File: src/rtl/tx_pkt_arbiter.sv
// tx_pkt_arbiter: shares the USB full-speed PHY transmit byte interface
// between two requesters. The grant is held for a whole packet, then the line
// must go idle (PHY tx_en low) and a programmable inter-packet gap must elapse
// before the next grant. All state advances only on clk_gate_i (one per bit).
//
// Optional build macro: TX_ARB_RR_EN
//   defined   -> round-robin on simultaneous requests (1-bit last-owner pointer)
//   undefined -> fixed priority, req0 wins ties
//
// state  | meaning
// IDLE   | no owner; grant the winner at the next gate with any request
// ACTIVE | bytes forwarded combinationally from the owner to the PHY
// DRAIN  | packet ended or aborted; wait for PHY tx_en to fall
// GAP    | counting the inter-packet gap down to zero

module tx_pkt_arbiter #(
  parameter int unsigned IPG_BITS = 4,
  parameter int unsigned CNT_W    = 8
) (
  input  logic       clk_i,
  input  logic       rstn_i,
  input  logic       clk_gate_i,
  input  logic       req0_valid_i,
  input  logic [7:0] req0_data_i,
  input  logic       req0_last_i,
  output logic       req0_ready_o,
  input  logic       req1_valid_i,
  input  logic [7:0] req1_data_i,
  input  logic       req1_last_i,
  output logic       req1_ready_o,
  output logic       phy_tx_valid_o,
  output logic [7:0] phy_tx_data_o,
  input  logic       phy_tx_ready_i,
  input  logic       phy_tx_en_i,
  output logic [1:0] grant_o,
  output logic       busy_o,
  output logic       abort_o
);

  typedef enum logic [1:0] {S_IDLE, S_ACTIVE, S_DRAIN, S_GAP} state_t;

  state_t           state_q, state_d;
  logic [1:0]       grant_q, grant_d;
  logic [CNT_W-1:0] cnt_q, cnt_d;
  logic             abort_q, abort_d;
`ifdef TX_ARB_RR_EN
  logic             rr_q, rr_d;
`endif

  logic       active;
  logic       g_valid;
  logic [7:0] g_data;
  logic       g_last;
  logic       win1;
  logic       consume;

  // Owner-side mux and combinational forwarding while ACTIVE.
  always_comb begin
    active         = (state_q == S_ACTIVE);
    g_valid        = grant_q[1] ? req1_valid_i : req0_valid_i;
    g_data         = grant_q[1] ? req1_data_i  : req0_data_i;
    g_last         = grant_q[1] ? req1_last_i  : req0_last_i;
    phy_tx_valid_o = active & g_valid;
    phy_tx_data_o  = active ? g_data : 8'h00;
    req0_ready_o   = active & grant_q[0] & phy_tx_ready_i & req0_valid_i;
    req1_ready_o   = active & grant_q[1] & phy_tx_ready_i & req1_valid_i;
    consume        = clk_gate_i & phy_tx_ready_i & phy_tx_valid_o;
    grant_o        = grant_q;
    busy_o         = (state_q != S_IDLE);
    abort_o        = abort_q;
  end

  // Arbitration winner; win1 = 1 selects req1. Only meaningful with a request.
  always_comb begin
`ifdef TX_ARB_RR_EN
    if (req0_valid_i && req1_valid_i) win1 = ~rr_q;
    else                              win1 = req1_valid_i;
`else
    win1 = ~req0_valid_i;
`endif
  end

  // Next-state logic; nothing moves unless clk_gate_i is high.
  always_comb begin
    state_d = state_q;
    grant_d = grant_q;
    cnt_d   = cnt_q;
    abort_d = abort_q;
`ifdef TX_ARB_RR_EN
    rr_d    = rr_q;
`endif
    if (clk_gate_i) begin
      // abort is a single bit-time pulse
      abort_d = 1'b0;
      case (state_q)
        S_IDLE: begin
          if (req0_valid_i || req1_valid_i) begin
            grant_d = win1 ? 2'b10 : 2'b01;
            state_d = S_ACTIVE;
`ifdef TX_ARB_RR_EN
            rr_d    = win1;
`endif
          end
        end
        S_ACTIVE: begin
          if (!g_valid) begin
            abort_d = 1'b1;
            state_d = S_DRAIN;
          end else if (consume && g_last) begin
            state_d = S_DRAIN;
          end
        end
        S_DRAIN: begin
          if (!phy_tx_en_i) begin
            cnt_d   = CNT_W'(IPG_BITS - 1);
            state_d = S_GAP;
          end
        end
        S_GAP: begin
          if (cnt_q == '0) begin
            grant_d = 2'b00;
            state_d = S_IDLE;
          end else begin
            cnt_d = cnt_q - 1'b1;
          end
        end
        default: begin
          grant_d = 2'b00;
          state_d = S_IDLE;
        end
      endcase
    end
  end

  // State registers with asynchronous active-low reset.
  always_ff @(posedge clk_i or negedge rstn_i) begin
    if (!rstn_i) begin
      state_q <= S_IDLE;
      grant_q <= 2'b00;
      cnt_q   <= '0;
      abort_q <= 1'b0;
`ifdef TX_ARB_RR_EN
      rr_q    <= 1'b0;
`endif
    end else begin
      state_q <= state_d;
      grant_q <= grant_d;
      cnt_q   <= cnt_d;
      abort_q <= abort_d;
`ifdef TX_ARB_RR_EN
      rr_q    <= rr_d;
`endif
    end
  end

endmodule
File: config.mk
export PLATFORM = sky130hd
export DESIGN_NAME = tx_pkt_arbiter
export DESIGN_NICKNAME = d
export VERILOG_FILES = /design/src/rtl/tx_pkt_arbiter.sv
export SDC_FILE = /design/constraint.sdc
export NUM_CORES = 1
export LEC_CHECK = 0
export BUFFER_PORTS_ARGS = -buffer_cell sky130_fd_sc_hd__buf_2
export CELL_PAD_IN_SITES_DETAIL_PLACEMENT = 2
export CELL_PAD_IN_SITES_GLOBAL_PLACEMENT = 2
export CORE_MARGIN = 5
export CORE_UTILIZATION = 32
export CTS_BUF_LIST = sky130_fd_sc_hd__clkbuf_4 sky130_fd_sc_hd__clkbuf_8
export CTS_CLUSTER_SIZE = 30
export DETAILED_ROUTE_END_ITERATION = 10
export PLACE_DENSITY = 0.86
export SKIP_LAST_GASP = 1
export SLEW_MARGIN = 20
export SYNTH_ARGS = -nofsm -noshare
export SYNTH_HDL_FRONTEND = slang
export SYNTH_SLANG_ARGS = --single-unit
File: constraint.sdc
create_clock -name clk_i -period 5.9 [get_ports clk_i]
set_input_delay 0.295 -clock clk_i [delete_from_list [all_inputs] [get_ports clk_i]]
set_output_delay 0.295 -clock clk_i [all_outputs]
set_load 0.1 [all_outputs]
==> qor.csv <==
stage,metric,value,unit
job,Max Cap Violations,0,
yosys,"area leader, netlist",dfrtp_1,
pwr,sw frac,62.5,%
setup_path,critical path type,reg2out,
finish,nets,185,
global_routing,met2 Use GR,28.2,%
setup_path,number of cells on the worst reg-to-reg path,6,
pwr,VDD IR-drop max,0.000330,V
hold_path,Hold Crit Depth,2,
global_routing,M1 GR Usage,18.3,%
placement,hpwl dp,2530,µm
yosys,"FF+latch count, synth",13,
clocking,Worst-Skew Late Latency,280,ps
setup_path,Worst path depth,3,
setup_path,CP top delay family,flip-flops,
pwr,Seq pwr share,20.6,%
clocking,postcts setup bufs,0,
setup_path,Worst EP arrival,1930,ps
setup_path,Crit path buffers/inverters,1,
clocking,cts-stage hold buffer count,1,
global_routing,initial antenna violation count,0,
timing,RSZ-0062 raised after global routing,false,
pwr,leakage power,0.702,nW
setup_path,critical path capture point type,output pin,
routing,wire per inst,16.1,µm
timing,measured slew at the worst slew-check pin,636,ps
clocking,clock root buffer,clkbuf_4,
global_routing,vias in the first global route,1146,
routing,Antenna Nets Post-Route,0,
timing,Fin. Hold Viols,0,
routing,vias post-DR,986,
pwr,PwrDens,606,mW/mm²
setup_path,WP data required,5610,ps
setup_path,Setup crit start,grant_o[1]$_DFFE_PN0P_,
timing,final setup fails,0,
setup_path,cell chain of the critical path,mux2_2 > and2_1 > buf_2,
setup_path,FF-to-FF setup slack,3820,ps
timing,setup TNS,0,ps
yosys,Yosys top cell area share,29.9,%
hold_path,HP Class,in2reg,
global_routing,gr busiest metal,met2,
clocking,H-tree depth,1,
clocking,Clock Sink Count,13,
die,Rows,21,
yosys,sequential cell area fraction in the yosys report,29.9,%
pwr,cell internal pwr,0.309,mW
global_routing,first-pass GRT wire length,5420,µm
yosys,Post-Synthesis Cell Area,0.00109,mm²
yosys,fraction of registers with async set/reset,100,%
setup_path,crit path launch type,flop,
clocking,cts repair resizes,0,
setup_path,Crit Path Max Fanout,14,
yosys,gate count of the mapped netlist,112,
routing,DR vias/cell,4.98,
pwr,clock power share,7.5,%
die,Initial Utilization,32.8,%
timing,Hold Slack,306,ps
yosys,Mapped Avg Cell Area,9.71,µm²
timing,Max-slew headroom,57.6,%
setup_path,reg2reg start,state_q[0]$_DFFE_PN0P_,
die,Die X,68.3,µm
setup_path,highest cell delay on the worst timing path,750,ps
finish,"commonest non-fill, non-tap cell in the layout",buf_2,
hold_path,hold_sp,clk_gate_i,
yosys,Synthesized Nets,144,
global_routing,grt ovf,0,
global_routing,routing usage on met3,3.94,%
timing,fin. max-slew vios,0,
finish,final core utilization,41.0,%
finish,fill count,398,
routing,final wirelength,3190,µm
pwr,combinational share of power,71.9,%
finish,Antenna diodes,0,
finish,share of layout cells above drive strength 1,34.9,%
yosys,number of synthesized flops with an enable pin,0,
yosys,Netlist cell types,42,
yosys,synth warn,0,
timing,fin crit share,37.7,%
global_routing,total global-route track usage,15.6,%
clocking,clock slew at reported path FFs,80,ps
clocking,CTS max path bufs,2,
routing,DRC viols,0,
die,die area,0.00466,mm²
die,core area,0.00331,mm²
finish,Layout area overhead,24.9,%
yosys,top_reg_cell synth,dfrtp_1,
setup_path,critical path's slowest cell,dfrtp_1,
routing,First DRT Iteration DRCs,26,
routing,drt first pass iters,3,
placement,GPL Wtd Cong,0.775,
die,DIE HEIGHT,68.3,µm
clocking,CTS tree,built,
die,I/O pin count,40,
clocking,Num CTS Buffers,3,
pwr,switching power total,0.515,mW
status,status,"finished, final reports clean",
timing,Tmin final,2220,ps
timing,f_max,450,MHz
finish,most frequent cells in the layout,"buf_2, mux2i_1, dfrtp_1",
placement,port buffer count,39,
yosys,largest cells by area after synthesis,"dfrtp_1, mux2i_1, ha_1",
timing,clock skew,8.59,ps
global_routing,largest net degree at the start of global routing,15,
==> sequential cells by signal, summed over array words and instances (netlist names) <==
register and cells:
state_q 2, abort_o 1, grant_o 2, cnt_q 8
==> logic make-up after synthesis <==
group	count (synthesis)	synth area share, %
adders and majority gates	7	8.05
AOI/OAI and AO/OA	16	13.0
DFF	13	29.9
buffers and inverters	12	4.83
muxes	17	16.3
and+or+nand+nor	47	27.8
==> worst reg2reg max path: cells and delay by family, from the launching register on <==
kind | cells | cell delay, ps
buffers and inverters | 1 | 100
adder cells (fa/ha/maj) | 1 | 320
flip-flops | 1 | 390
multiplexers | 1 | 360
AND/OR/NAND/NOR | 1 | 350
AO/OA/AOI/OAI | 2 | 460
==> per-stage QoR <==
step / area (µm²) / power, mW / cells / setup slack [ps]
after CTS: 1360 / 0.836 / 198 / 3650
after global routing: 1360 / 0.877 / 198 / 3570
after floorplan: 1090 / 0.669 / 112 / 2680
final: 1360 / 0.823 / 198 / 3680
after global placement: 1320 / 0.739 / 193 / 3990
after detailed placement: 1320 / 0.768 / 193 / 3810
==> metal layers <==
| layer | share of wire (%) | wire, µm |
|---|---|---|
| met5 | 0 | 0 |
| met4 | 0.81 | 26 |
| met3 | 4.9 | 155 |
| met2 | 51 | 1620 |
| met1 | 44 | 1390 |
==> path summary, 6_finish.rpt <==
kind / endpoint
setup reg to reg: cnt_q[6]$_DFFE_PN0P_
hold reg to reg: abort_o$_DFFE_PN0P_
min in group asynchronous: cnt_q[3]$_DFFE_PN0P_
max in group asynchronous: state_q[1]$_DFFE_PN0P_
hold / removal: abort_o$_DFFE_PN0P_
setup / recovery: phy_tx_valid_o
==> power by group through the flow <==
stage | clock [mW] | combinational (mW) | sequential (mW)
6_report | 0.0621 | 0.592 | 0.170
5_1_grt | 0.0681 | 0.632 | 0.176
4_1_cts | 0.0655 | 0.600 | 0.171
3_5_place_dp | 0 | 0.595 | 0.172
3_3_place_gp | 0 | 0.572 | 0.167
2_1_floorplan | 0 | 0.454 | 0.214
==> area by class of cell <==
class	count	area [µm²]	area share [%]
Sequential cell	13	325	24.0
Timing Repair Buffer	40	205	15.1
Inverter	8	30.0	2.21
Multi-Input combinational cell	87	709	52.3
Tap cell	46	57.6	4.24
Clock buffer	4	30.0	2.21
==> synth_stat cells (all sizes together), types with 2 or more instances <==
master and n:
a21oi 4, nor4 3, and4 2, or3 2, nand4 2, o2bb2ai 2
nor3 2, inv 8, nand2b 4, buf 2, nand2 8, ha 7
and2 2, or4 2, mux2i 14, nor2 5, clkbuf 2, mux2 3
dfrtp 13, nor2b 8, o21ai 2
Note: power is estimated with default switching activity, not from simulation.
